==> config.mk <==
export PLATFORM = sky130hd
export DESIGN_NAME = msg_block_buf_flat
export DESIGN_NICKNAME = d
export VERILOG_FILES = /design/src/rtl/msg_block_buf_if.sv /design/src/rtl/msg_block_buf.sv /design/src/flat_wrapper.sv
export SDC_FILE = /design/constraint.sdc
export NUM_CORES = 1
export LEC_CHECK = 0
export ABC_AREA = 1
export ABC_CLOCK_PERIOD_IN_PS = 4600
export CORE_AREA = 10 10 254 256
export DETAILED_ROUTE_END_ITERATION = 6
export DIE_AREA = 0 0 264 266
export DONT_BUFFER_PORTS = 1
export PLACE_DENSITY_LB_ADDON = 0.2
export SYNTH_ARGS = -nofsm -noshare
export SYNTH_HDL_FRONTEND = slang
export SYNTH_SLANG_ARGS = --single-unit
==> constraint.sdc <==
create_clock -name clk -period 4.6 [get_ports clk]
set_clock_uncertainty 0.05 [all_clocks]
set_input_delay 0 -clock clk [delete_from_list [all_inputs] [get_ports clk]]
set_output_delay 0 -clock clk [all_outputs]
set_load 0.05 [all_outputs]
==> src/rtl/msg_block_buf_if.sv <==
// Bundle of the byte-stream side (from the I/O interface) and the block side
// (to the BLAKE2s core) of the message block buffer.
interface msg_block_buf_if;
  logic [5:0]   kk_i;
  logic [63:0]  ll_i;
  logic         data_v_i;
  logic [7:0]   data_i;
  logic [5:0]   data_idx_i;
  logic         block_first_i;
  logic         block_last_i;
  logic         ready_o;
  logic         block_v_o;
  logic         block_ready_i;
  logic [511:0] m_o;
  logic [63:0]  t_o;
  logic         f_o;
  logic         first_o;
  logic         err_o;
  logic         state_dbg_o;

  // Handshakes: a byte transfers on any edge where data_v_i is high while
  // ready_o is high; a block transfers on an edge with block_v_o & block_ready_i.
  modport slave (
    input  kk_i, ll_i, data_v_i, data_i, data_idx_i, block_first_i,
           block_last_i, block_ready_i,
    output ready_o, block_v_o, m_o, t_o, f_o, first_o, err_o, state_dbg_o
  );

  modport master (
    output kk_i, ll_i, data_v_i, data_i, data_idx_i, block_first_i,
           block_last_i, block_ready_i,
    input  ready_o, block_v_o, m_o, t_o, f_o, first_o, err_o, state_dbg_o
  );
endinterface

==> src/rtl/msg_block_buf.sv <==
// Collects a byte stream into a 64-byte BLAKE2s message block, computes the
// byte offset t and final flag, and presents the block to the compression core.
module msg_block_buf (
  input  logic          clk,
  input  logic          nreset,
  msg_block_buf_if.slave bus
);
  localparam int BLOCK_BYTES     = 64;
  localparam int KEY_BLOCK_BYTES = 64;
  localparam logic [5:0]  LAST_IDX  = 6'(BLOCK_BYTES - 1);
  localparam logic [63:0] BLK_INC   = 64'(BLOCK_BYTES);
  localparam logic [63:0] KEY_INC   = 64'(KEY_BLOCK_BYTES);

  typedef enum logic {FILL = 1'b0, FULL = 1'b1} state_t;

  state_t       state_q, state_d;
  logic [511:0] m_q, m_d;
  logic [63:0]  t_q, t_d;
  logic         f_q, f_d;
  logic         first_q, first_d;
  logic         err_q, err_d;

  always_comb begin
    state_d = state_q;
    m_d     = m_q;
    t_d     = t_q;
    f_d     = f_q;
    first_d = first_q;
    err_d   = err_q;
    case (state_q)
      FILL: begin
        if (bus.data_v_i) begin
          m_d[{bus.data_idx_i, 3'b000} +: 8] = bus.data_i;
          if (bus.data_idx_i == LAST_IDX) begin
            state_d = FULL;
            first_d = bus.block_first_i;
            f_d     = bus.block_last_i;
            // The last block carries the true total; earlier blocks count up.
            if (bus.block_last_i)
              t_d = bus.ll_i + ((bus.kk_i != 6'd0) ? KEY_INC : 64'd0);
            else if (bus.block_first_i)
              t_d = BLK_INC;
            else
              t_d = t_q + BLK_INC;
          end
        end
      end
      FULL: begin
        if (bus.data_v_i)
          err_d = 1'b1;
        if (bus.block_ready_i) begin
          state_d = FILL;
          if (f_q)
            t_d = 64'd0;
        end
      end
      default: state_d = FILL;
    endcase
  end

  always_ff @(posedge clk) begin
    if (!nreset) begin
      state_q <= FILL;
      t_q     <= 64'd0;
      f_q     <= 1'b0;
      first_q <= 1'b0;
      err_q   <= 1'b0;
    end else begin
      state_q <= state_d;
      t_q     <= t_d;
      f_q     <= f_d;
      first_q <= first_d;
      err_q   <= err_d;
    end
  end

  // Block contents need no reset; the host always rewrites a full block.
  always_ff @(posedge clk) begin
    m_q <= m_d;
  end

  assign bus.ready_o     = (state_q == FILL);
  assign bus.block_v_o   = (state_q == FULL);
  assign bus.m_o         = m_q;
  assign bus.t_o         = t_q;
  assign bus.f_o         = f_q;
  assign bus.first_o     = first_q;
  assign bus.err_o       = err_q;
  assign bus.state_dbg_o = state_q;
endmodule
==> src/flat_wrapper.sv <==
// flat-port wrapper written by rule: the top's interface ports become plain ports
module msg_block_buf_flat 
  (clk, nreset, bus_kk_i, bus_ll_i, bus_data_v_i, bus_data_i, bus_data_idx_i, bus_block_first_i, bus_block_last_i, bus_block_ready_i, bus_ready_o, bus_block_v_o, bus_m_o, bus_t_o, bus_f_o, bus_first_o, bus_err_o, bus_state_dbg_o);
  msg_block_buf_if bus_i ();
  input  logic clk;
  input  logic nreset;
  input wire logic [$bits(bus_i.kk_i)-1:0] bus_kk_i;
  input wire logic [$bits(bus_i.ll_i)-1:0] bus_ll_i;
  input wire logic [$bits(bus_i.data_v_i)-1:0] bus_data_v_i;
  input wire logic [$bits(bus_i.data_i)-1:0] bus_data_i;
  input wire logic [$bits(bus_i.data_idx_i)-1:0] bus_data_idx_i;
  input wire logic [$bits(bus_i.block_first_i)-1:0] bus_block_first_i;
  input wire logic [$bits(bus_i.block_last_i)-1:0] bus_block_last_i;
  input wire logic [$bits(bus_i.block_ready_i)-1:0] bus_block_ready_i;
  output wire logic [$bits(bus_i.ready_o)-1:0] bus_ready_o;
  output wire logic [$bits(bus_i.block_v_o)-1:0] bus_block_v_o;
  output wire logic [$bits(bus_i.m_o)-1:0] bus_m_o;
  output wire logic [$bits(bus_i.t_o)-1:0] bus_t_o;
  output wire logic [$bits(bus_i.f_o)-1:0] bus_f_o;
  output wire logic [$bits(bus_i.first_o)-1:0] bus_first_o;
  output wire logic [$bits(bus_i.err_o)-1:0] bus_err_o;
  output wire logic [$bits(bus_i.state_dbg_o)-1:0] bus_state_dbg_o;
  assign bus_i.kk_i = bus_kk_i;
  assign bus_i.ll_i = bus_ll_i;
  assign bus_i.data_v_i = bus_data_v_i;
  assign bus_i.data_i = bus_data_i;
  assign bus_i.data_idx_i = bus_data_idx_i;
  assign bus_i.block_first_i = bus_block_first_i;
  assign bus_i.block_last_i = bus_block_last_i;
  assign bus_i.block_ready_i = bus_block_ready_i;
  assign bus_ready_o = bus_i.ready_o;
  assign bus_block_v_o = bus_i.block_v_o;
  assign bus_m_o = bus_i.m_o;
  assign bus_t_o = bus_i.t_o;
  assign bus_f_o = bus_i.f_o;
  assign bus_first_o = bus_i.first_o;
  assign bus_err_o = bus_i.err_o;
  assign bus_state_dbg_o = bus_i.state_dbg_o;
  msg_block_buf u_core (.clk(clk), .nreset(nreset), .bus(bus_i));
endmodule
==> results.md, run 1 <==
* Complex-gate fraction of the synthesized area at under 10%
* Unique cell type count in the Yosys netlist at 42
* Cts hold-fix bufs at 133
* Vias in the first global route at around 21000
* Final Cell Area at 30400 sq um
* CTS resizes at 0
* Die Area at about 70000 sq um
* Place WS at roughly 1.3 ns
* Most frequent cells in the layout: 857 x nor2_1, 576 x nand2_1, 512 x edfxtp_1
* Post-synthesis simple-gate area fraction at 26.3%
* Hold Path Class: in -> reg
* CP Data Arrival Time at 4.48 ns
* Layout cells sized above 1 at 5.91%
* Combinational family with the most area after synthesis: simple AND/OR/NAND/NOR gates
* Final setup viols at 0
* Sequential area share after synthesis at between 60% and 70%
* Nets@finish at 3060
* GR Util All Layers at between 30 and 40%
* Syn_area_per_cell at 9.26 sq um
* Outcome: complete, no violations
* H-tree Lvls at 2
* P_leak at approximately 9.3 nW
* Routed length per instance at 29.6 um
* WL final at ~110 mm
* DRC viols at 0
* Power Density at between 300 and 400 nW/um^2
* Setup_tns at 0 ns
* EDFF count, synth at a little over 500
* Tcrit/Tclk final at 86.4%
* Largest net degree at the start of global routing at 59
* First-pass GRT wire length at ~160 mm
* Mapped cell area at 26400 sq um
* Slowest-stage cell, CP: dlygate4sd3_1
* CTS Buf Count at between 50 and 60
* Die X-Extent at roughly 260 um
* Commonest non-fill, non-tap cell in the layout: nor2_1
* Cells along the critical path: buf_4 -> inv_2 -> nand4_1 -> or2_1 -> dlygate4sd3_1 -> nor2_4 -> inv_2 -> a21oi_4 -> dlygate4sd3_1 -> o21ai_0 -> a21oi_1 -> dlygate4sd3_1
* Min Tclk post-route at slightly below 4 ns
* Most Frequent Cell on Critical Path: dlygate4sd3_1
* Final core utilization at 50.9%
* Clk sinks at between 500 and 600
* CTS tree: yes
* Pre-antenna DRT Iters at 7
* Rows at 90
* Final Hold Viols at 0
* WP buf/inv at 6
* Root buffer cell: clkbuf_16
* Post-CTS Setup Inserts at 0
* Mapped Cells at about 2900
* Yosys warns at 0
* Crit end category: flip-flop
* Initial DRC count at between 2000 and 3000
* Slew Limit Fails at 0
* Fmax at about 250 MHz
* Vias/cell at 5.73
* Placed Area at roughly 27000 sq um
* Post-layout worst setup margin at about 0.63 ns
* Max_cap viols at 0
* Crit-path max FO at 7
* Crit path max-delay family: buffers and inverters
* Adder-Cell Fraction of Synth Area at less than 1%
* Crit Path Class: reg -> reg
* Via count at about 22000
* Worst vdd ir at slightly below 0.0003 V
* IO Count at roughly 670
* Clock latency on the worst-skew pair at around 0.63 ns
* Routed Antenna Nets at 0
* Port Buffer Count at 0
* Max Buffers Root-to-Sink at 3
* FFs w/ async S/R, synth at 0%
* Worst Path Required at between 5 and 6 ns
* Syn-to-layout area delta at 15.0%
* Initial core utilization at around 44%
* Startpoint Class: flip-flop
* Largest stage delay, worst path at about 0.67 ns
* Initial antenna violation count at 0
* RD Place Congestion at approximately 1
* Detail Placement HPWL at a little under 90 mm
* Ys flop type: edfxtp_1
* Die span in y at roughly 270 um
* Syn nets at between 2000 and 3000
* Post-synthesis mux area share at 0%
* GRT Residual Overflow at 0
* Slew headroom at 25.4%
* Register bit total from synthesis at 580
* RSZ-0062 raised after global routing: false
* Min Hold Slack at 0.0221 ns
* Register clock-pin slew on the reported worst setup and hold paths at 0.06 ns
* Area of the core at approximately 60000 sq um
* Least-Margin Pin Slew at roughly 1.1 ns
* Synth Area in XOR/XNOR at less than 1%
stage by stage:
step,std cells,power [mW]
3_3_place_gp,3549,6.44
3_5_place_dp,3549,6.45
2_1_floorplan,2852,6.25
4_1_cts,3793,11.3
5_1_grt,3794,11.6
6_report,3797,11.3
state kept, by name (all words and copies together), names as in the netlist:
name	flops
u_core.bus.block_v_o	1
u_core.bus.err_o	1
u_core.bus.f_o	1
u_core.bus.first_o	1
u_core.bus.m_o	512
u_core.bus.t_o	64
kinds of logic after synthesis:
family / count (synthesis)
and+or+nand+nor: 1714
AOI/OAI and AO/OA: 172
adders and majority gates: 8
DFF: 580
buffers and inverters: 355
xor gates and xnor gates: 23
cell type report:
class                   count  area (sq um)
well taps                 782           978
inverters                 235           882
clock inverters            42           417
flip-flops and latches    580         16700
diodes                      3          7.51
clock buffers              69          1540
multi-input cells        1917          8220
repair buffers            169          1610
fillers                  5567         29300
Yosys cell counts, types with 2 or more instances:
master    count  area (sq um)
a31oi_1       2          12.5
o21bai_1     23           173
nor2_1      858          3220
nor2_2       10          62.6
and2_1        4          25.0
nor3_2        2          20.0
o22ai_1       4          25.0
a21o_1        5          37.5
o21ai_0      46           230
xor2_1       15           131
edfxtp_1    512         15400
ha_1          8           100
nand3_1     131           656
a21oi_1      81           405
buf_1        13          48.8
nor2_4        2          22.5
buf_2        61           305
nor3_1       64           320
nand3_2       6          60.1
nand2_1     578          2170
xnor2_1       8          70.1
nand4_1      41           257
clkinv_1      2          7.51
dfxtp_1      68          1360
or2_2         2          12.5
or2_1         2          12.5
inv_1       223           837
o211ai_1      2          15.0
buf_6         4          45.0
nand2_2      10          62.6
buf_4         9          67.6
inv_2        10          37.5
o21ai_1       5          25.0
clkbuf_1     33           124
final timing paths:
path                              from            endpoint  slack [ns]  cells past startpoint
setup / recovery  u_core.bus.block_v_o   u_core.bus.t_o[6]        0.63                     12
hold / removal        bus_block_last_i  u_core.bus.t_o[59]        0.02                      5
setup reg to reg  u_core.bus.block_v_o   u_core.bus.t_o[6]        0.63                     12
hold reg to reg     u_core.bus.t_o[17]  u_core.bus.t_o[17]        0.64                      3
report_power, final:
group	internal (mW)	switching, mW	total [mW]
logic	0.164	0.484	0.647
registers	5.69	0.126	5.82
clock network	2.74	2.14	4.88
total	8.59	2.75	11.3
worst reg2reg max path: stages (launching register included):
cell and delay, ns:
dfxtp_1 0.31, buf_4 0.25, inv_2 0.39, nand4_1 0.12, or2_1 0.28, dlygate4sd3_1 0.65, nor2_4 0.12, inv_2 0.10
a21oi_4 0.22, dlygate4sd3_1 0.67, o21ai_0 0.09, a21oi_1 0.12, dlygate4sd3_1 0.55
per-layer routing:
metal / vias to the layer above / global-route usage [%] / wire length [um]
met2: 1365 / 51.1 / 54000
met3: 254 / 11.2 / 13400
met1: 10587 / 34.1 / 38500
met4: 0 / 16.0 / 6670
li1: 9563 / - / -
met5: - / 0 / 0
Note: power is estimated with default switching activity, not from simulation.
==> inputs of run 2 (changes only) <==
- CELL_PAD_IN_SITES_DETAIL_PLACEMENT: default -> 1
- CELL_PAD_IN_SITES_GLOBAL_PLACEMENT: default -> 2
- CORE_AREA: 10 10 254 256 -> 10 10 254 280
- DIE_AREA: 0 0 264 266 -> 0 0 264 290
==> run 2 against run 1 <==
Against the previous run:
- worst setup slack better by 0.10 ns
- non-clock buffer count shrank 26
- cell area fell by 0.50%
- register-to-register slack improved by 0.12 ns
- sequential power is essentially flat
- die area up 9.0%
- wire length is 6.8% higher
- critical path depth shrank 1
- hold slack better by 0.0032 ns
- clock power is essentially flat
- power about the same
- first-iteration DRC count shrank 34%
- largest cell class unchanged
- largest power group unchanged
==> results.md, run 2 (same netlist as run 1, synthesis figures left out) <==
* Outcome: complete, no violations
* Register clock-pin slew on the reported worst setup and hold paths at about 0.06 ns
* Power Density at 375 nW/um^2
* Clock latency on the worst-skew pair at between 0.6 and 0.7 ns
* Via count at 21456
* Detail Placement HPWL at 93.4 mm
* CTS tree: yes
* IO Count at approximately 670
* Syn-to-layout area delta at 14.4%
* Commonest non-fill, non-tap cell in the layout: nor2_1
* DRC viols at 0
* Comb power frac at ~5.7%
* Most frequent cells in the layout: 857 x nor2_1, 576 x nand2_1, 512 x edfxtp_1
* CTS resizes at 0
* Initial antenna violation count at 5
* Post-CTS Setup Inserts at 0
* Nets@finish at between 3000 and 4000
* RSZ-0062 raised after global routing: false
* Worst Path Required at 4.81 ns
* Slew headroom at between 20% and 30%
* Worst vdd ir at 0.000343 V
* RD Place Congestion at around 0.93
* Vias/cell at between 5 and 6
* Crit-path max FO at 24
* Area of the core at 65000 sq um
* Place WS at between 0.8 and 0.9 ns
* Largest net degree at the start of global routing at 59
* Routed Antenna Nets at 0
* Reg power frac at between 50 and 60%
* Setup_tns at 0 ns
* Hold Path Class: in -> reg
* Vias in the first global route at 21841
* Max_cap viols at 0
* Die X-Extent at roughly 260 um
* P_int at approximately 8.6 mW
* Fmax at ~260 MHz
* Flip-flop count of the largest register after layout at between 500 and 600
* Min Tclk post-route at 3.87 ns
* Startpoint Class: input pin
* Crit Path Class: in -> reg
* Clk sinks at 580
* Tcrit/Tclk final at a little over four fifths
* WL final at approximately 120 mm
* Pre-antenna DRT Iters at 5
* Crit end category: flip-flop
* Max Buffers Root-to-Sink at 3
* Slew Limit Fails at 0
* Routed length per instance at ~31 um
* CP Data Arrival Time at between 4 and 5 ns
* Final Hold Viols at 0
* Least-Margin Pin Slew at ~1.2 ns
* Initial core utilization at 40.7%
* Root buffer cell: clkbuf_16
* GR Util All Layers at 30.0%
* Port Buffer Count at 0
* Sw frac at about a quarter
* H-tree Lvls at 2
* Clock Power Share at between 40% and 50%
* Final setup viols at 0
* Die Area at approximately 77000 sq um
* Post-layout worst setup margin at ~0.73 ns
* Layout cells sized above 1 at 5.20%
* P_leak at 9.23 nW
* First-pass GRT wire length at between 150 and 200 mm
* Initial DRC count at 1825
* GRT Residual Overflow at 0
* Die span in y at 290 um
* NetSw at 2.74 mW
* Rows at a little under 100
* Fillers at 7419
* CTS Buf Count at between 60 and 70
==> run 2: cell count changes in the layout (fill, tap and decap cells not counted), moves of 2 or more <==
cell | previous run | this run
buf_4 | 35 | 20
clkbuf_1 | 9 | 12
clkinv_2 | 13 | 10
clkinv_4 | 3 | 0
clkinvlp_4 | 6 | 2
dlygate4sd3_1 | 132 | 122
inv_6 | 0 | 2
==> run 2: final timing paths <==
check / startpoint / to / slack, ns / cells past startpoint
max: bus_data_idx_i[0] / u_core.bus.m_o[115] / 0.73 / 11
min: bus_ll_i[30] / u_core.bus.t_o[35] / 0.03 / 7
max reg2reg: u_core.bus.block_v_o / u_core.bus.t_o[6] / 0.75 / 11
min reg2reg: u_core.bus.t_o[8] / u_core.bus.t_o[8] / 0.66 / 3
==> run 2: through the flow <==
step	instances	hold slack, ns	util (%)	area, sq um	power, mW
floorplan	2852	0.0849	-	26400	6.25
global placement	3602	0.0938	41.6	27100	6.45
detailed placement	3602	0.104	41.6	27100	6.46
CTS	3830	0.000533	46.5	30200	11.4
global route	3831	0.0478	46.5	30200	11.6
finish	3833	0.0253	46.5	30200	11.4
==> run 2: critical path: stages <==
cell,delay [ns]
dlygate4sd3_1,0.65
clkinv_1,0.47
ha_1,0.41
inv_1,0.07
or2_1,0.18
nor2_1,0.07
nand2_1,0.10
nand2_2,0.30
nor2_4,0.75
nand2_2,0.40
nor2_1,0.67
==> run 2: power groups by stage <==
stage / combinational (mW) / sequential [mW] / clock, mW
3_3_place_gp: 0.511 / 5.93 / 0
6_report: 0.646 / 5.82 / 4.88
5_1_grt: 0.685 / 5.82 / 5.13
3_5_place_dp: 0.524 / 5.93 / 0
4_1_cts: 0.635 / 5.82 / 4.90
2_1_floorplan: 0.340 / 5.91 / 0
==> run 2: per-layer routing <==
layer | track usage (%) | share of wire (%) | vias up
met3 | 9.80 | 9.1 | 257
met4 | 16.0 | 6.0 | 6
li1 | - | - | 9501
met1 | 30.2 | 33 | 10714
met2 | 54.1 | 52 | 978
met5 | 0 | 0.024 | -
==> run 2: timing repair <==
item	in CTS	in global routing
hold buffers	122	1
endpoints found under the setup margin	0	0
endpoints found under the hold margin	145	1
==> run 2: layout make-up <==
| type | count | area [sq um] | area share (%) |
|---|---|---|---|
| sequential | 580 | 16700 | 55.4 |
| multi-input combinational | 1917 | 8230 | 27.2 |
| clock buffer | 73 | 1570 | 5.20 |
| timing repair buffer | 143 | 1390 | 4.60 |
| tap | 850 | 1060 | 3.52 |
| inverter | 235 | 882 | 2.92 |
| clock inverter | 33 | 358 | 1.18 |
| antenna | 2 | 5.00 | 0.0166 |
==> inputs of run 3 (changes only) <==
- ABC_CLOCK_PERIOD_IN_PS: 4600 -> 4000
- CORE_AREA: 10 10 254 280 -> 10 10 263 290
- DIE_AREA: 0 0 264 290 -> 0 0 273 300
- clock period: 4.6 -> 4 ns (I/O delays scaled with it)
==> run 3 against run 2 <==
Against the previous run:
- sequential power is 15% higher
- via count is 0.62% lower
- flip-flop and latch count stayed put
- power is 17% higher
- clock power is 19% higher
- cell area is 2.2% higher
- combinational power is 18% higher
- non-clock buffer count is 55 higher
- worst setup slack worse by 0.51 ns
- first-iteration DRC count is 7.2% higher
==> results.md, run 3 (same netlist as run 1, synthesis figures left out) <==
* CP startpoint: u_core.bus.block_v_o
* Register clock-pin slew on the reported worst setup and hold paths at roughly 0.070 ns
* Worst Path Required at around 4.5 ns
* Die X-Extent at 273 um
* Pre-antenna DRT Iters at 5
* Flip-flop count of the largest register after layout at just over 500
* Crit-path max FO at 5
* GRT Residual Overflow at 0
* Slowest-stage cell, CP: dlygate4sd3_1
* Crit Path Class: reg -> reg
* Comb power frac at 5.8%
* Syn-to-layout area delta at 16.9%
* R2R Path Start: u_core.bus.block_v_o
* FF-to-FF path depth at 11
* Layout cells sized above 1 at under 10%
* Most frequent cells in the layout: 857 x nor2_1, 576 x nand2_1, 512 x edfxtp_1
* CP Data Arrival Time at 4.27 ns
* NetSw at ~3.2 mW
* Initial DRC count at just under 2000
* Final Cell Area at between 30000 and 40000 sq um
* Clk sinks at 580
* First-pass GRT wire length at between 150 and 200 mm
* Nets@finish at 3089
* Sw frac at between 20% and 30%
* Largest net degree at the start of global routing at around 60
* RD Place Congestion at 0.943
* Routed length per instance at 30.5 um
* Initial core utilization at approximately 38%
* Placed Area at 27500 sq um
* Largest stage delay, worst path at 0.61 ns
* Die span in y at 300 um
* Placed cells at around 3700
* Setup_tns at 0 ns
* Post-CTS Setup Inserts at 0
* Cells along the critical path: buf_4 -> clkinv_2 -> nand4_1 -> or2_1 -> dlygate4sd3_1 -> nor2_4 -> inv_2 -> a21oi_4 -> dlygate4sd3_1 -> a21oi_1 -> dlygate4sd3_1
* CTS Buf Count at between 50 and 60
* Initial antenna violation count at 3
* Max Buffers Root-to-Sink at 3
* CTS tree: yes
* P_int at about 10 mW
* Port Buffer Count at 0
* Worst hold endpoint: u_core.bus.t_o[41]
* Die Area at approximately 82000 sq um
* Commonest non-fill, non-tap cell in the layout: nor2_1
* Power Density at 429 nW/um^2
* Hold depth at 5
* WL final at roughly 120 mm
* Detail Placement HPWL at around 95 mm
* Area of the core at about 70000 sq um
* Vias/cell at 5.36
* Non-Filler Instances at just under 4000
* DRC viols at 0
* Slew headroom at roughly an eighth
* Reg2Reg Setup Slack at between 0.2 and 0.25 ns
* Crit path max-delay family: buffers and inverters
* RSZ-0062 raised after global routing: false
* Vias in the first global route at 21985
* Fillers at between 7000 and 8000
* WP buf/inv at 6
* Reg power frac at 50.4%
* Routed Antenna Nets at 0
* Fmax at around 260 MHz
* P_leak at roughly 9.5 nW
* Least-Margin Pin Slew at 1.31 ns
* Final setup viols at 0
* Rows at between 100 and 150
* Hold Path Class: in -> reg
* Clock Power Share at a little over two fifths
* Outcome: complete, no violations
* Slew Limit Fails at 0
* Final core utilization at between 40% and 50%
* Crit end category: flip-flop
* Root buffer cell: clkbuf_16
* Tcrit/Tclk final at between 90 and 100%
* Startpoint Class: flip-flop
* RR Endpoint: u_core.bus.t_o[7]
* Clock latency on the worst-skew pair at between 0.6 and 0.7 ns
* Worst vdd ir at approximately 0.00039 V
* Final Hold Viols at 0
* Min Tclk post-route at 3.78 ns
* H-tree Lvls at 2
* Most Frequent Cell on Critical Path: dlygate4sd3_1
* GR Util All Layers at 28.6%
* Max_cap viols at 0
* IO Count at 672
* Via count at roughly 21000
* Worst hold start: bus_block_last_i
run 3: cell count changes in the layout (fill, tap and decap cells not counted), moves of 2 or more:
cell           before  now
inv_6               2    0
clkbuf_1           12   14
clkinvlp_4          2    4
clkinv_2           10    8
dlygate4sd3_1     122  135
buf_4              20   61
clkinv_1           13   15
bufinv_16           6    9
run 3: what timing repair did:
action,4_1_cts,5_1_grt
hold buffers,136,0
gates resized for setup,0,1
setup endpoints to repair,0,1
endpoints found under the hold margin,145,0
run 3: through the flow:
stage                     power [mW]  hold slack (ns)  setup WS, ns
final                           13.3           0.0202         0.216
after floorplan                 7.19           0.0849          1.41
after global placement          7.43           0.0942          1.01
after detailed placement        7.44            0.103         0.939
after global routing            13.6           0.0180        0.0734
after CTS                       13.3          0.00135         0.122
run 3: worst max path at each step:
| stage | depth (start not counted) | to | slack [ns] |
|---|---|---|---|
| 2_1_floorplan | 13 | u_core.bus.m_o[48] | 1.41 |
| 3_3_place_gp | 14 | u_core.bus.m_o[443] | 1.01 |
| 3_5_place_dp | 8 | u_core.bus.m_o[273] | 0.94 |
| 4_1_cts | 11 | u_core.bus.t_o[7] | 0.12 |
| 5_1_grt | 11 | u_core.bus.t_o[7] | 0.07 |
| 6_report | 11 | u_core.bus.t_o[7] | 0.22 |
run 3: area by class of cell:
| cell class | count | area, sq um | share of cell area [%] |
|---|---|---|---|
| repair buffers | 198 | 1850 | 5.99 |
| well taps | 936 | 1170 | 3.79 |
| flip-flops and latches | 580 | 16700 | 54.2 |
| inverters | 235 | 883 | 2.86 |
| multi-input cells | 1917 | 8230 | 26.6 |
| clock buffers | 75 | 1570 | 5.08 |
| diodes | 2 | 5.00 | 0.0162 |
| clock inverters | 36 | 447 | 1.45 |
run 3: metal layers:
layer  vias to the layer above  wire length, um  global-route usage, %
met5                         -               12                      0
met4                         2             5160                   11.0
met2                       877            62400                   51.9
li1                       9606                -                      -
met1                     10659            42100                   30.1
met3                       180            11800                   9.73
run 3: worst min-delay path: cells and delay by family:
kind | cells | cell delay (ns)
simple gates | 3 | 0.41
buf+inv | 1 | 0.16
compound gates | 1 | 0.06
run 3: power groups by stage:
stage	Clock (mW)	Combinational, mW	Sequential [mW]
floorplan	0	0.392	6.80
global placement	0	0.609	6.82
detailed placement	0	0.618	6.82
CTS	5.87	0.762	6.69
global route	6.10	0.819	6.69
finish	5.81	0.765	6.69
